**config.mk**
```make
export PLATFORM = sky130hd
export DESIGN_NAME = conv2_relu_maxpool_gated
export DESIGN_NICKNAME = d
export VERILOG_FILES = /design/src/rtl/conv2_relu_maxpool_gated.sv
export SDC_FILE = /design/constraint.sdc
export NUM_CORES = 1
export LEC_CHECK = 0
export CAP_MARGIN = 20
export CORE_MARGIN = 2
export CORE_UTILIZATION = 55
export DETAILED_ROUTE_END_ITERATION = 10
export HOLD_SLACK_MARGIN = 0.08
export PLACE_DENSITY_LB_ADDON = 0.25
export SLEW_MARGIN = 40
export SYNTH_ARGS = -nofsm -noshare
export SYNTH_HDL_FRONTEND = slang
export SYNTH_SLANG_ARGS = --single-unit
export TNS_END_PERCENT = 50
```
**constraint.sdc**
```tcl
create_clock -name clk -period 7.3 [get_ports clk]
set_input_delay 1.46 -clock clk [delete_from_list [all_inputs] [get_ports clk]]
set_output_delay 1.46 -clock clk [all_outputs]
set_load 0.01 [all_outputs]
```
**src/rtl/conv2_relu_maxpool_gated.sv**
```systemverilog
// Bias + ReLU + 15-bit saturation + 2x2/stride-2 max pool on conv2 sums.
// Ports: clk, reset(async hi), enable(gate), in_data/in_valid/bias in; out_data/out_valid/frame_done out.
module conv2_relu_maxpool_gated #(
  parameter int IMG_W = 8,
  parameter int IMG_H = 8
) (
  input  logic        clk,
  input  logic        reset,
  input  logic        enable,
  input  logic [16:0] in_data,
  input  logic        in_valid,
  input  logic [14:0] bias,
  output logic [14:0] out_data,
  output logic        out_valid,
  output logic        frame_done
);

  localparam int CW  = (IMG_W > 2) ? $clog2(IMG_W) : 1;
  localparam int RW  = (IMG_H > 2) ? $clog2(IMG_H) : 1;
  localparam int LB  = IMG_W / 2;
  localparam int LBW = (LB > 1) ? $clog2(LB) : 1;

  logic [CW-1:0]  col;
  logic [RW-1:0]  row;
  logic [14:0]    pair;
  logic [14:0]    linebuf [2**LBW];

  logic [17:0]    s;
  logic [14:0]    r;
  logic [14:0]    h;
  logic [14:0]    lb_q;
  logic [14:0]    pool;
  logic [CW-1:0]  half;
  logic [LBW-1:0] lidx;
  logic           last_col;
  logic           last_row;
  logic           take;

  assign take     = enable & in_valid;
  assign last_col = (col == CW'(IMG_W - 1));
  assign last_row = (row == RW'(IMG_H - 1));
  assign half     = col >> 1;
  assign lidx     = LBW'(half);

  // 18-bit sum cannot overflow; ReLU then clamp anything >= 2^14
  assign s = {in_data[16], in_data} + {{3{bias[14]}}, bias};

  always_comb begin
    r = s[14:0];
    if (s[17])
      r = '0;
    else if (|s[16:14])
      r = 15'h3fff;
  end

  // all operands are non-negative, so unsigned compare is exact
  assign h    = (pair > r) ? pair : r;
  assign lb_q = linebuf[lidx];
  assign pool = (lb_q > h) ? lb_q : h;

  // line buffer holds horizontal maxima of the even row; no reset needed
  always_ff @(posedge clk) begin
    if (take && col[0] && !row[0])
      linebuf[lidx] <= h;
  end

  always_ff @(posedge clk or posedge reset) begin
    if (reset) begin
      col        <= '0;
      row        <= '0;
      pair       <= '0;
      out_data   <= '0;
      out_valid  <= 1'b0;
      frame_done <= 1'b0;
    end else if (!enable) begin
      col        <= '0;
      row        <= '0;
      pair       <= '0;
      out_data   <= '0;
      out_valid  <= 1'b0;
      frame_done <= 1'b0;
    end else begin
      out_valid  <= 1'b0;
      frame_done <= 1'b0;
      if (in_valid) begin
        if (!col[0]) begin
          pair <= r;
        end else if (row[0]) begin
          out_data   <= pool;
          out_valid  <= 1'b1;
          frame_done <= last_row & last_col;
        end
        if (last_col) begin
          col <= '0;
          row <= last_row ? '0 : row + RW'(1);
        end else begin
          col <= col + CW'(1);
        end
      end
    end
  end

endmodule

```
==> results.sh, run 1 <==
export IMPL_combPwrFrac=0.364
export IMPL_die_area_um2=11700
export IMPL_hp_class="flop to flop"
export IMPL_htreeDepth=3
export IMPL_synth_common_cells="edfxtp_1 (60), nor2_1 (57), a21oi_1 (53)"
export IMPL_synth_edf_count=60
export IMPL_slowest_stage="or4_1"
export IMPL_track_usage=0.260
export IMPL_power_density_nw_per_um2=204
export IMPL_synth_mux_area_frac=0.0716
export IMPL_grt_max_degree=39
export IMPL_crit_fanout=7
export IMPL_vias_per_cell=5.93
export IMPL_yosysWarnings=0
export IMPL_cp_required_ps=7580
export IMPL_synthAdderAreaFrac=0.105
export IMPL_grt_pass1_wl_mm=23.2
export IMPL_cp_end_kind="flop"
export IMPL_worst_pin_slew_ps=801
export IMPL_clock_fmax_mhz=141
export IMPL_seq_power_share=0.409
export IMPL_hold_depth=2
export IMPL_n_antenna_cell=0
export IMPL_use_met2=0.460
export IMPL_final_hold_violation_count=0
export IMPL_dpl_worst_slack_ps=-352
export IMPL_wl_per_cell_um=18.2
export IMPL_syn_nets=629
export IMPL_swShare=0.343
export IMPL_yosysTopAreaCellShare=0.301
export IMPL_leakage_nw=3.18
export IMPL_irDropWorstVdd_v=0.000166
export IMPL_report_final_slew_viol_count=0
export IMPL_clkPwrFrac=0.226
export IMPL_ctsHoldBuffers=0
export IMPL_switchingPower_w=0.000530
export IMPL_cts_root_buffer="clkbuf_8"
export IMPL_synth_area_leader_cell="edfxtp_1"
export IMPL_detail_route_first_pass_iterations=5
export IMPL_use_met3=0.0398
export IMPL_cts_buffers=9
export IMPL_ys_flop_type="edfxtp_1"
export IMPL_post_place_cells=789
export IMPL_max_stage_delay_ps=540
export IMPL_fin_ws_ps=206
export IMPL_cts_path_max_buffers=2
export IMPL_grt_antenna_before_repair=0
export IMPL_finalClockSkew_ps=11.9
export IMPL_synth_area_top_cells="edfxtp_1 (30%), dfrtp_1 (16%), ha_1 (9.6%), mux4_2 (5.6%), a21oi_1 (4.4%)"
export IMPL_wirelength_mm=14.8
export IMPL_async_flop_share=0.388
export IMPL_yosys_area_share_simple=0.135
export IMPL_grt_pass1_vias=4751
export IMPL_period_needed_ps=7090
export IMPL_synth_compound_area_share=0.161
export IMPL_drive_above_1_share=0.247
export IMPL_finalSetupViolCount=0
export IMPL_fill_cells=784
export IMPL_clock_latency_ps=390
export IMPL_max_slew_margin=0.466
export IMPL_path_class="primary input to flop"
export IMPL_gr_total_overflow=0
export IMPL_start_util=0.558
export IMPL_drt_iter0_markers=379
export IMPL_seq_area_frac_synth=0.459
export IMPL_path_clk_slew_ps=100
export IMPL_ant_nets=0
export IMPL_post_synth_top_count_cell="edfxtp_1"
export IMPL_vias=4833
export IMPL_ys_seq_elements=98
export IMPL_final_cells=815
export IMPL_syn_inst=546
export IMPL_status="finished, final reports clean"
export IMPL_synth_xor_area_share=0.0276
export IMPL_cell_internal_pwr_w=0.00102
export IMPL_yosysUniqueCellTypes=68
export IMPL_clkSinkCount=98
export IMPL_synthesis_area_um2=5990
export IMPL_dp_hpwl_mm=10.9
export IMPL_use_met1=0.318
export IMPL_die_h_um=108
export IMPL_synth_top_family_by_area="compound AO/OA/AOI/OAI gates"
export IMPL_io_pins=53
export IMPL_worstRegToRegCells=15
export IMPL_drv_cap=0
export IMPL_startpoint_type="primary input"
export IMPL_drc=0
export IMPL_io_buffers=52
export IMPL_fin_crit_sh=0.972
export IMPL_area_delta_synth_final_pct=26.6
export IMPL_die_w_um=108
export IMPL_arrival_ps=7380
export IMPL_cts_tree="yes"
export IMPL_num_rows=38
export IMPL_core_area_um2=10700
export IMPL_routabilityCongestion=0.899
export IMPL_busiest_layer="met2"
export IMPL_syn_area_per_cell_um2=11.0
export IMPL_nets=753
==> path summary, 6_finish.rpt <==
kind | from | to | slack (ps)
worst max-delay path | in_data[0] | out_data[11] | 210
worst min-delay path | out_data[10] | out_data[10] | 520
worst max register to register | pair[14] | out_data[11] | 3360
worst min register to register | out_data[10] | out_data[10] | 520
max in group asynchronous | reset | out_data[3] | 5450
min in group asynchronous | reset | pair[8] | 1490
==> cell type report <==
type | instances | area, µm² | share of cell area
Inverter | 35 | 131 | 0.0173
Clock buffer | 9 | 124 | 0.0163
Multi-Input combinational cell | 393 | 3170 | 0.418
Sequential cell | 98 | 2750 | 0.363
Tap cell | 140 | 175 | 0.0231
Timing Repair Buffer | 133 | 1160 | 0.153
Clock inverter | 7 | 78.8 | 0.0104
==> cells by family after synthesis <==
kind of cell	after synthesis
adder cells (fa/ha/maj)	50
AND/OR/NAND/NOR	160
other	1
flip-flops	98
XOR/XNOR	18
multiplexers	24
buffers and inverters	57
AO/OA/AOI/OAI	138
==> registers in the layout (all words and copies together), names as in the netlist <==
signal and count:
out_valid 1, frame_done 1, pair 15, linebuf 60, out_data 15, col 3, row 3
==> power groups by stage <==
stage          clock network, W  logic [W]  registers [W]
3_3_place_gp                  0   0.000503       0.000644
5_1_grt                0.000376   0.000614       0.000634
4_1_cts                0.000355   0.000523       0.000632
6_report               0.000350   0.000563       0.000633
3_5_place_dp                  0   0.000520       0.000644
2_1_floorplan                 0   0.000309       0.000641
==> layer usage <==
| layer | up-vias | wire (µm) | part of all wire |
|---|---|---|---|
| met4 | 0 | 333 | 0.023 |
| met5 | - | 0 | 0 |
| li1 | 2288 | - | - |
| met1 | 2376 | 6130 | 0.41 |
| met3 | 30 | 665 | 0.045 |
| met2 | 139 | 7660 | 0.52 |
==> cells in the final DEF (no fill, tap or decap), types with 8 or more instances in the layout <==
cell type	n
buf_4	79
edfxtp_1	60
nor2_1	56
clkdlybuf4s50_1	52
a21oi_1	48
ha_1	45
nand2_1	41
dfrtp_1	38
inv_1	35
mux4_2	15
xnor2_1	11
a21o_1	9
o21ai_0	9
clkbuf_8	9
mux2i_1	8
o211ai_1	8
a221o_1	8
nor3_2	8
==> per-stage QoR <==
| stage | setup TNS (ps) | util | cell area [µm²] | hold slack [ps] | total power, W |
|---|---|---|---|---|---|
| final | 0 | 0.706 | 7590 | 525 | 0.00155 |
| after detailed placement | -4630 | 0.668 | 7180 | 497 | 0.00116 |
| after floorplan | 0 | - | 6000 | 506 | 0.000950 |
| after CTS | 0 | 0.687 | 7380 | 521 | 0.00151 |
| after global placement | -2420 | 0.667 | 7170 | 479 | 0.00115 |
| after global routing | -198 | 0.706 | 7590 | 547 | 0.00162 |
==> worst max-delay path: cells and delay by family <==
family	cells	cell delay, ps
simple gates	10	2440
compound gates	8	1360
buf+inv	4	850
fa+ha+maj	4	1110
xor+xnor	1	120
==> timing repair <==
item                                    4_1_cts  5_1_grt
hold endpoints to repair                      0        0
setup buffers                                 0        7
endpoints found under the setup margin        0       15
resized for setup                             0       27
Note: power is estimated with default switching activity, not from simulation.
==> inputs of run 2 (changes only) <==
Settings changed: GPL_ROUTABILITY_DRIVEN set to 0, HOLD_SLACK_MARGIN 0.08 to 0.05.
==> results of run 2 <==
No change in the layout: final DEF, timing and power equal those of run 1.
==> inputs of run 3 (changes only) <==
Clock period 7.3 ns to 7.45 ns, I/O delays scaled along.
==> run 3 against run 2 <==
Against the previous run: sequential power decreased by 2%; global-route usage shrank 0.55 points; critical path depth stayed put; cell count down 5.4%; first-iteration DRC count is 40% lower; sequential share of layout area grew 2.0 points; via count is 4.6% lower; register-to-register slack improved by 100 ps; die area stayed put; largest power group unchanged; clock-buffer cell count increased by 1; combinational power fell by 14%; clock power grew 1%.
==> results.sh, run 3 (synthesis results as in run 1) <==
export IMPL_irDropWorstVdd_v=0.000110
export IMPL_worst_pin_slew_ps=779
export IMPL_final_common_cell="edfxtp_1"
export IMPL_path_buf_inv=4
export IMPL_drv_cap=0
export IMPL_vias=4609
export IMPL_cp_required_ps=7760
export IMPL_io_pins=53
export IMPL_cts_path_max_buffers=2
export IMPL_combPwrFrac=0.332
export IMPL_power_w=0.00146
export IMPL_switchingPower_w=0.000484
export IMPL_clkPwrFrac=0.243
export IMPL_power_density_nw_per_um2=203
export IMPL_ctsHoldBuffers=0
export IMPL_drc=0
export IMPL_gr_total_overflow=0
export IMPL_slowest_stage="a2111oi_2"
export IMPL_status="finished, final reports clean"
export IMPL_grt_max_degree=39
export IMPL_hold_start="out_data[7]"
export IMPL_die_h_um=108
export IMPL_cell_internal_pwr_w=0.000975
export IMPL_grt_pass1_vias=4599
export IMPL_drive_above_1_share=0.184
export IMPL_arrival_ps=7440
export IMPL_finalSetupViolCount=0
export IMPL_cts_tree="yes"
export IMPL_cts_root_buffer="clkbuf_8"
export IMPL_max_stage_delay_ps=470
export IMPL_ant_nets=0
export IMPL_detail_route_first_pass_iterations=5
export IMPL_fin_util=0.670
export IMPL_period_needed_ps=7130
export IMPL_htreeDepth=3
export IMPL_final_hold_violation_count=0
export IMPL_cts_buffers=9
export IMPL_dpl_worst_slack_ps=-127
export IMPL_crit_path_frequent_cell="ha_1"
export IMPL_num_rows=38
export IMPL_start_util=0.558
export IMPL_cp_end_kind="flop"
export IMPL_crit_fanout=15
export IMPL_path_class="primary input to flop"
export IMPL_largest_reg_flops=60
export IMPL_io_buffers=52
export IMPL_core_area_um2=10700
export IMPL_report_final_slew_viol_count=0
export IMPL_n_antenna_cell=0
export IMPL_fin_ws_ps=319
export IMPL_leakage_nw=2.96
export IMPL_cp_top_family="compound AO/OA/AOI/OAI gates"
export IMPL_fin_crit_sh=0.957
export IMPL_clock_fmax_mhz=140
export IMPL_die_w_um=108
export IMPL_finalClockSkew_ps=14.5
export IMPL_final_cell_mix="edfxtp_1 (60), nor2_1 (56), a21oi_1 (52), clkdlybuf4s50_1 (52), ha_1 (46)"
export IMPL_tns_ps=0
export IMPL_vias_per_cell=5.98
export IMPL_path_clk_slew_ps=90
export IMPL_crit_start="in_data[0]"
export IMPL_seq_power_share=0.425
export IMPL_clock_latency_ps=370
export IMPL_track_usage=0.255
export IMPL_r2r_start="pair[9]"
export IMPL_wirelength_mm=14.2
export IMPL_grt_pass1_wl_mm=22.9
export IMPL_clkSinkCount=98
export IMPL_startpoint_type="primary input"
export IMPL_dp_hpwl_mm=10.3
export IMPL_die_area_um2=11700
export IMPL_largest_register="linebuf"
export IMPL_nets=709
export IMPL_grt_antenna_before_repair=0
export IMPL_wl_per_cell_um=18.4
export IMPL_swShare=0.332
export IMPL_largestRegisters="linebuf (60), out_data (15), pair (15)"
export IMPL_drt_iter0_markers=228
export IMPL_max_slew_margin=0.475
export IMPL_hp_class="flop to flop"
export IMPL_area_delta_synth_final_pct=20.1
[run 3: cell types whose count changed in the layout (fill, tap and decap cells not counted), sizes merged]
cell | before | now
bufinv | 0 | 1
clkinv | 4 | 2
buf | 80 | 38
a21boi | 2 | 1
[run 3: worst paths after layout]
path                           endpoint  slack, ps  depth (start not counted)
setup / recovery            out_data[0]        320                         27
hold / removal              out_data[7]        520                          2
setup reg to reg           out_data[14]       3460                         16
hold reg to reg             out_data[7]        520                          2
max in group asynchronous        col[2]       5540                          3
min in group asynchronous   out_data[8]       1540                          3
[run 3: per-layer routing]
metal,GRT usage,routed length (µm),up-vias
met5,0,0,-
met4,0.0916,301,0
li1,-,-,2190
met3,0.0344,571,20
met1,0.342,6340,2271
met2,0.426,6960,128
[run 3: stage by stage]
| step | area [µm²] | hold WS, ps | cells |
|---|---|---|---|
| after global placement | 6890 | 484 | 751 |
| after detailed placement | 6890 | 493 | 751 |
| final | 7200 | 523 | 771 |
| after floorplan | 5990 | 506 | 546 |
| after CTS | 7100 | 519 | 767 |
| after global routing | 7200 | 542 | 771 |
[run 3: repair_timing]
| action | 4_1_cts | 5_1_grt |
|---|---|---|
| setup buffers | 0 | 3 |
| endpoints found under the setup margin | 0 | 15 |
| resized for setup | 0 | 21 |
[run 3: cell type report]
type	count	area, µm²
sequential	98	2750
inverter	35	131
clock inverter	6	73.8
tap	140	175
multi-input combinational	392	3110
fill	851	3550
clock buffer	10	128
timing repair buffer	90	831
[run 3: power by group through the flow]
stage	logic [W]	clock network (W)	registers [W]
after global placement	0.000442	0	0.000632
final	0.000484	0.000355	0.000620
after CTS	0.000461	0.000361	0.000620
after floorplan	0.000301	0	0.000628
after detailed placement	0.000458	0	0.000632
after global routing	0.000530	0.000380	0.000622
[run 3: worst min-delay path, stage by stage (launching register included)]
cell and delay (ps):
dfrtp_1 360, nand2_1 60, o31ai_1 70
